**src/rtl/conv_pkg.sv**
```systemverilog
// Types and defaults shared between the window generator and the 3x3 convolution stage.
package conv_pkg;

  localparam int SIZE_DEF      = 3;
  localparam int WIDTH_BIT_DEF = 8;

  // Window matrix as seen by the kernel: [row][col][bit], [0][0] = oldest row, leftmost column
  typedef logic [SIZE_DEF-1:0][SIZE_DEF-1:0][WIDTH_BIT_DEF-1:0] win_t;

  typedef enum logic [1:0] {
    IDLE,
    FILL,
    STREAM,
    DONE
  } state_t;

endpackage

```
**src/rtl/window_gen_line_buffer.sv**
```systemverilog
// One image line of pixel storage, addressed by column; read-before-write gives the pixel one line back.
module line_buffer #(
  parameter  int DEPTH     = 8,
  parameter  int WIDTH_BIT = 8,
  localparam int AW        = $clog2(DEPTH)
) (
  input  logic                 clock,
  input  logic                 en,
  input  logic [AW-1:0]        addr,
  input  logic [WIDTH_BIT-1:0] din,
  output logic [WIDTH_BIT-1:0] dout
);

  logic [WIDTH_BIT-1:0] mem [DEPTH];

  assign dout = mem[addr];

  // Contents are never cleared: every location is rewritten before it can reach a valid window
  always_ff @(posedge clock) begin
    if (en) mem[addr] <= din;
  end

endmodule

```
**src/rtl/window_gen.sv**
```systemverilog
// Streaming SIZE x SIZE sliding-window generator feeding the convolution stage ("valid"-mode, no padding).
module window_gen #(
  parameter int SIZE      = conv_pkg::SIZE_DEF,
  parameter int WIDTH_BIT = conv_pkg::WIDTH_BIT_DEF,
  parameter int IMG_W     = 8,
  parameter int IMG_H     = 8
) (
  input  logic                                       clock,
  input  logic                                       reset,
  input  logic                                       pix_valid,
  input  logic [WIDTH_BIT-1:0]                       pix_in,
  output logic                                       pix_ready,
  output logic [SIZE-1:0][SIZE-1:0][WIDTH_BIT-1:0]   win,
  output logic                                       win_valid,
  output logic [$clog2(IMG_H)-1:0]                   win_row,
  output logic [$clog2(IMG_W)-1:0]                   win_col,
  output logic                                       frame_done
);
  import conv_pkg::*;

  localparam int CW = $clog2(IMG_W);
  localparam int RW = $clog2(IMG_H);

  state_t                               state, state_nx;
  logic [RW-1:0]                        row, row_nx;
  logic [CW-1:0]                        col;
  logic                                 accept, last_col, last_pix, full;
  logic [WIDTH_BIT-1:0]                 lb_out [SIZE-1];
  logic [SIZE-1:0][WIDTH_BIT-1:0]       new_col;

  assign pix_ready = (state != DONE);
  assign accept    = pix_valid && (state != DONE);
  assign last_col  = (col == CW'(IMG_W-1));
  assign last_pix  = last_col && (row == RW'(IMG_H-1));
  assign row_nx    = last_col ? row + 1'b1 : row;
  assign full      = (row >= RW'(SIZE-1)) && (col >= CW'(SIZE-1));

  // Line buffer j holds the line j+1 rows above the incoming pixel; window row r reads buffer SIZE-2-r
  for (genvar j = 0; j < SIZE-1; j++) begin : g_lb
    logic [WIDTH_BIT-1:0] lb_in;
    if (j == 0) begin : g_head
      assign lb_in = pix_in;
    end else begin : g_chain
      assign lb_in = lb_out[j-1];
    end
    line_buffer #(.DEPTH(IMG_W), .WIDTH_BIT(WIDTH_BIT)) u_lb (
      .clock (clock),
      .en    (accept),
      .addr  (col),
      .din   (lb_in),
      .dout  (lb_out[j])
    );
    assign new_col[SIZE-2-j] = lb_out[j];
  end
  assign new_col[SIZE-1] = pix_in;

  always_ff @(posedge clock or posedge reset) begin
    if (reset) state <= IDLE;
    else       state <= state_nx;
  end

  always_comb begin
    state_nx   = state;
    frame_done = 1'b0;
    case (state)
      DONE: begin
        frame_done = 1'b1;
        state_nx   = IDLE;
      end
      default: begin
        if (accept) begin
          if (last_pix)                       state_nx = DONE;
          else if (row_nx >= RW'(SIZE-1))     state_nx = STREAM;
          else                                state_nx = FILL;
        end
      end
    endcase
  end

  // Counters and window register; a stall holds everything except win_valid
  always_ff @(posedge clock or posedge reset) begin
    if (reset) begin
      row       <= '0;
      col       <= '0;
      win       <= '0;
      win_valid <= 1'b0;
      win_row   <= '0;
      win_col   <= '0;
    end else begin
      win_valid <= accept && full;
      if (accept) begin
        win_row <= row;
        win_col <= col;
        if (last_col) begin
          col <= '0;
          row <= last_pix ? '0 : row_nx;
        end else begin
          col <= col + 1'b1;
        end
        for (int r = 0; r < SIZE; r++) begin
          for (int c = 0; c < SIZE-1; c++) win[r][c] <= win[r][c+1];
          win[r][SIZE-1] <= new_col[r];
        end
      end
    end
  end

endmodule

```
**config.mk**
```make
export PLATFORM = sky130hd
export DESIGN_NAME = window_gen
export DESIGN_NICKNAME = d
export VERILOG_FILES = /design/src/rtl/conv_pkg.sv /design/src/rtl/window_gen_line_buffer.sv /design/src/rtl/window_gen.sv
export SDC_FILE = /design/constraint.sdc
export NUM_CORES = 1
export LEC_CHECK = 0
export ABC_CLOCK_PERIOD_IN_PS = 4100
export CAP_MARGIN = 15
export CORE_MARGIN = 2
export CORE_UTILIZATION = 45
export CTS_CLUSTER_SIZE = 12
export DETAILED_ROUTE_END_ITERATION = 10
export HOLD_SLACK_MARGIN = 0.02
export PLACE_DENSITY = 0.67
export RECOVER_POWER = 50
export SYNTH_ARGS = -nofsm -noshare
export SYNTH_HDL_FRONTEND = slang
export SYNTH_SLANG_ARGS = --single-unit
export TNS_END_PERCENT = 50
```
**constraint.sdc**
```tcl
create_clock -name clock -period 4.1 [get_ports clock]
set_clock_uncertainty 0.1 [all_clocks]
set_input_delay 0.82 -clock clock [delete_from_list [all_inputs] [get_ports clock]]
set_output_delay 0.82 -clock clock [all_outputs]
set_load 0.005 [all_outputs]
```
* Word-level counts from Yosys, hierarchy flattened
Memory sizes are Yosys's and may differ from the RTL's. A register that Yosys moved wholly into a read port is not among the register bits. Index checks and enable logic that the tools add are counted.
Cells by class: $add $sub $neg 2, $lt $le $gt $ge 3, eq/ne operators 4, mux-type cells 10, reduce and logical (&&, ||, !) cells 6
Operators with widths (number):
- $ge 3x2->1 const B | 3
- $mux 3 | 3
- $mux 2 | 4
- $add 3x1->3 const B | 2
- $eq 3x3->1 const B | 2
- $logic_and 1x1->1 | 4
- $mux 1 | 3
- $eq 2x2->1 const B | 1
- $ne 2x2->1 const B | 1
- $reduce_and 2->1 | 1
- $reduce_bool 2->1 | 1
Word-level totals: register bits after elaboration 79, memory bits (writable) 128, input bits 11, output and inout port bits 81, logic and storage cells 41, memories kept 2
Memories:
- g_lb[0].u_lb.mem | depth 8, bits a word 8, read ports 1, clocked after memory_dff 0, write ports 1, line window_gen_line_buffer.sv:14 | logic [WIDTH_BIT-1:0] mem [DEPTH];
- g_lb[1].u_lb.mem | depth 8, bits a word 8, read ports 1, clocked after memory_dff 1, write ports 1, line window_gen_line_buffer.sv:14

* Longest topological paths before layout
depth in word-level cells 7, depth in mapped cells 5, mapped depth without buffers 5

* By module
A second synthesis with hierarchy kept.
Second synthesis, totals: cell total of the unflattened synthesis 451, area, all modules 8604.5 um^2
Modules (own cells, without submodules):
- line_buffer | instances 2, cells an instance 121, area each 2555.0 um^2, seq. area each 1921.8 um^2
- window_gen | instances 1, cells an instance 209, area each 3494.6 um^2, seq. area each 2177.1 um^2

* Worst setup path after synthesis
Ideal clock, no wire load.
kind input to register, from input port pix_valid, to memory g_lb[0].u_lb.mem[0][0], enable pin, setup time 0.409 ns, data arrival time 2.497 ns, data required time 3.591 ns, setup slack 1.094 ns, stages 4, path buffers 2, cell sequence a21bo_2 > buf_2 > buf_2 > nor3_1
On the way: word-level cells in the longest chain between the ends 3
Ends and longest elaborated chain:
- start: declaration | line window_gen.sv:10 | input logic pix_valid,
- $logic_and 1x1->1 | line window_gen.sv:32 | assign accept = pix_valid && (state != DONE);
- $mux 1 | line window_gen_line_buffer.sv:20 | if (en) mem[addr] <= din;
- $mux 1 (not written as such) | line window_gen_line_buffer.sv:20
- end: declaration | line window_gen_line_buffer.sv:14
No other way between the ends.

==> qor.yml <==
grt_pass1_vias: 4977
syn_area_sq_um: 8356
worst_pin_slew_ns: 2.360
multi_input_comb_area_sq_um: 2137
synth_top_family_by_area: "simple AND/OR/NAND/NOR gates"
hold_ws_ns: 0.3698
crit_start: "reset"
antenna_cells: 0
cts_num_sinks: 215
synth_fp_nets: 631
layout_commonest_cell: "nand2_1"
r2r_setup_slack_ns: 1.58
status: "finished, violations left"
cts_hold_buffers: 0
tns_ns: 0
drv_slew: 49
cp_max_fo: 49
fillerInstances: 1437
start_util: 0.4620
drtAntennaViolNets: 0
dr.pass1.iters: 5
yosys.area_share.adder: 0.007487
synth-edff-count: 128
dieWidth_um: 140.3
crit_type: "input pin to async pin"
cpPeakStageDelay_ns: 1.34
antenna_found_initial: 0
grt_pass1_wl_mm: 27.79
dpl_cell_area_sq_um: 9504
cts_buffers: 23
hold_depth: 2
finalInstanceArea_sq_um: 10150
postCtsSetupBuffers: 0
rsz0062_at_grt: "false"
wl_per_cell_um: 18.28
synth.distinct_cells: 27
synth_compound_area_frac: 0.05586
cpLargestDelayFamily: "buffers and inverters"
hold_class: "flop to flop"
seq_area_sq_um: 6025
mostFrequentLayoutCells: "202 x nand2_1, 128 x edfxtp_1, 86 x dfrtp_1"
finalPower_mw: 7.863
clock_latency_ns: 0.50
fp.dieH_um: 140.3
drtIter0Drc: 322
relSlewSlack: -0.5822
p_per_area_nw_per_um2: 774.9
critical_path_depth: 2
cts_resized: 0
core_area_sq_um: 18090
grt_max_degree: 97
fmax_mhz: 354.7
period_minus_slack_ns: 2.819
clk_pin_slew_worst_paths_ns: 0.06
io_buffers: 91
cap_violations: 1
period_share: 0.6875
nets: 730
ir_worst_vdd_mv: 0.3875
finalSetupViolCount: 0
place_ws_ns: 0.8492
io_pins: 92
crit_path_end: "col[0]"
std_cell_rows: 49
htreeDepth: 1
yosysWarningCount: 0
hold_viol: 0
r2r_start: "col[0]"
root_buffer: "clkbuf_16"
yosys.area_share.simple: 0.1084
worst_ep_required_time_ns: 4.02
gp_congestion: 0.7483
crit_buf_inv: 2
r2r_cells: 4
worst_setup_path_start_kind: "input pin"
dieArea_sq_um: 19670
tritoncts: "yes"
grt_usage: 0.1813
num_vias: 5021
endpoint_kind: "async pin"
seq_area_frac_synth: 0.7206
drive_gt1_frac: 0.06722
cpMaxStageDelayCell: "clkinvlp_2"
fin_ws_ns: 1.281
drc: 0
ys.flop_type: "edfxtp_1"
async_flop_share: 0.4047
violations: "capacitance limit, slew limit"
cts_buffer_depth: 3
crit_arrival_ns: 2.74
yosys-mux-area-fraction: 0.08071
avgSynthCellArea_sq_um: 13.59
netlist_instances: 615
crit_chain: "dlygate4sd3_1 > clkinvlp_2"
grt-ovfl-total: 0
r2r_end: "g_lb[1].u_lb.mem[7][7]"
p_leak_nw: 4.176
avgViaCountPerCell: 5.241
dp_hpwl_mm: 10.57
synth_xor_area_frac: 0
area_growth_pct: 21.44
routed_wl_mm: 17.52
ys_seq_elements: 215
[layout make-up]
class / instances / area share
Clock buffer: 37 / 0.06289
Multi-Input combinational cell: 364 / 0.2106
Inverter: 3 / 0.001233
Sequential cell: 215 / 0.5937
Clock inverter: 3 / 0.001973
Tap cell: 229 / 0.02824
Timing Repair Buffer: 107 / 0.1014
[worst min-delay path by stage]
stage | from | to | slack [ns]
after floorplan | win[24] | win[24] | 0.37
after global placement | win[5] | win[5] | 0.36
after detailed placement | win[55] | win[55] | 0.37
after CTS | win[55] | win[55] | 0.38
after global routing | win[7] | win[7] | 0.39
final | win[27] | win[27] | 0.37
[power by group]
group	total (mW)	internal, mW	switching (mW)
logic	2.47	1.22	1.25
clock network	1.83	1.06	0.773
registers	3.56	3.07	0.484
[routing by layer]
layer | vias to the layer above | wire, um | global-route usage
met5 | - | 0 | 0
met4 | 0 | 403 | 0.06061
met3 | 28 | 959 | 0.02906
met2 | 154 | 8546 | 0.3047
met1 | 2475 | 7606 | 0.2431
li1 | 2364 | - | -
[cells in the mapped netlist (2+ instances only)]
cell type | instances | area [sq um]
a31oi_2 | 2 | 25.02
ha_1 | 5 | 62.56
a31oi_1 | 15 | 93.84
o22a_1 | 32 | 280.3
nand2b_1 | 2 | 12.51
mux2_1 | 3 | 33.78
nand2_1 | 202 | 758.2
nor3_1 | 5 | 25.02
dfrtp_1 | 87 | 2177
inv_1 | 3 | 11.26
nand3b_1 | 2 | 15.01
buf_4 | 4 | 30.03
nor2_1 | 22 | 82.58
buf_2 | 18 | 90.09
buf_6 | 7 | 78.83
clkbuf_1 | 4 | 15.01
edfxtp_1 | 128 | 3844
mux2i_1 | 64 | 640.6
o21ai_0 | 2 | 10.01
[state kept, by name, indices dropped and copies added, names as in the netlist]
signal	count
win_row	3
win_valid	1
state	2
win_col	3
col	3
g_lb.u_lb.mem	128
win	72
row	3
[cells by family (layout without fill, tap and decap cells)]
family | after synthesis | in the layout
flip-flops | 215 | 215
buffers and inverters | 36 | 150
multiplexers | 67 | 67
AND/OR/NAND/NOR | 235 | 235
AO/OA/AOI/OAI | 57 | 57
adder cells (fa/ha/maj) | 5 | 5
[through the flow]
stage	utilization	instances
6_report	0.5611	958
5_1_grt	0.5611	958
4_1_cts	0.5619	958
3_3_place_gp	0.5255	918
2_1_floorplan	-	615
3_5_place_dp	0.5255	918
(Power assumes the default switching activity.)
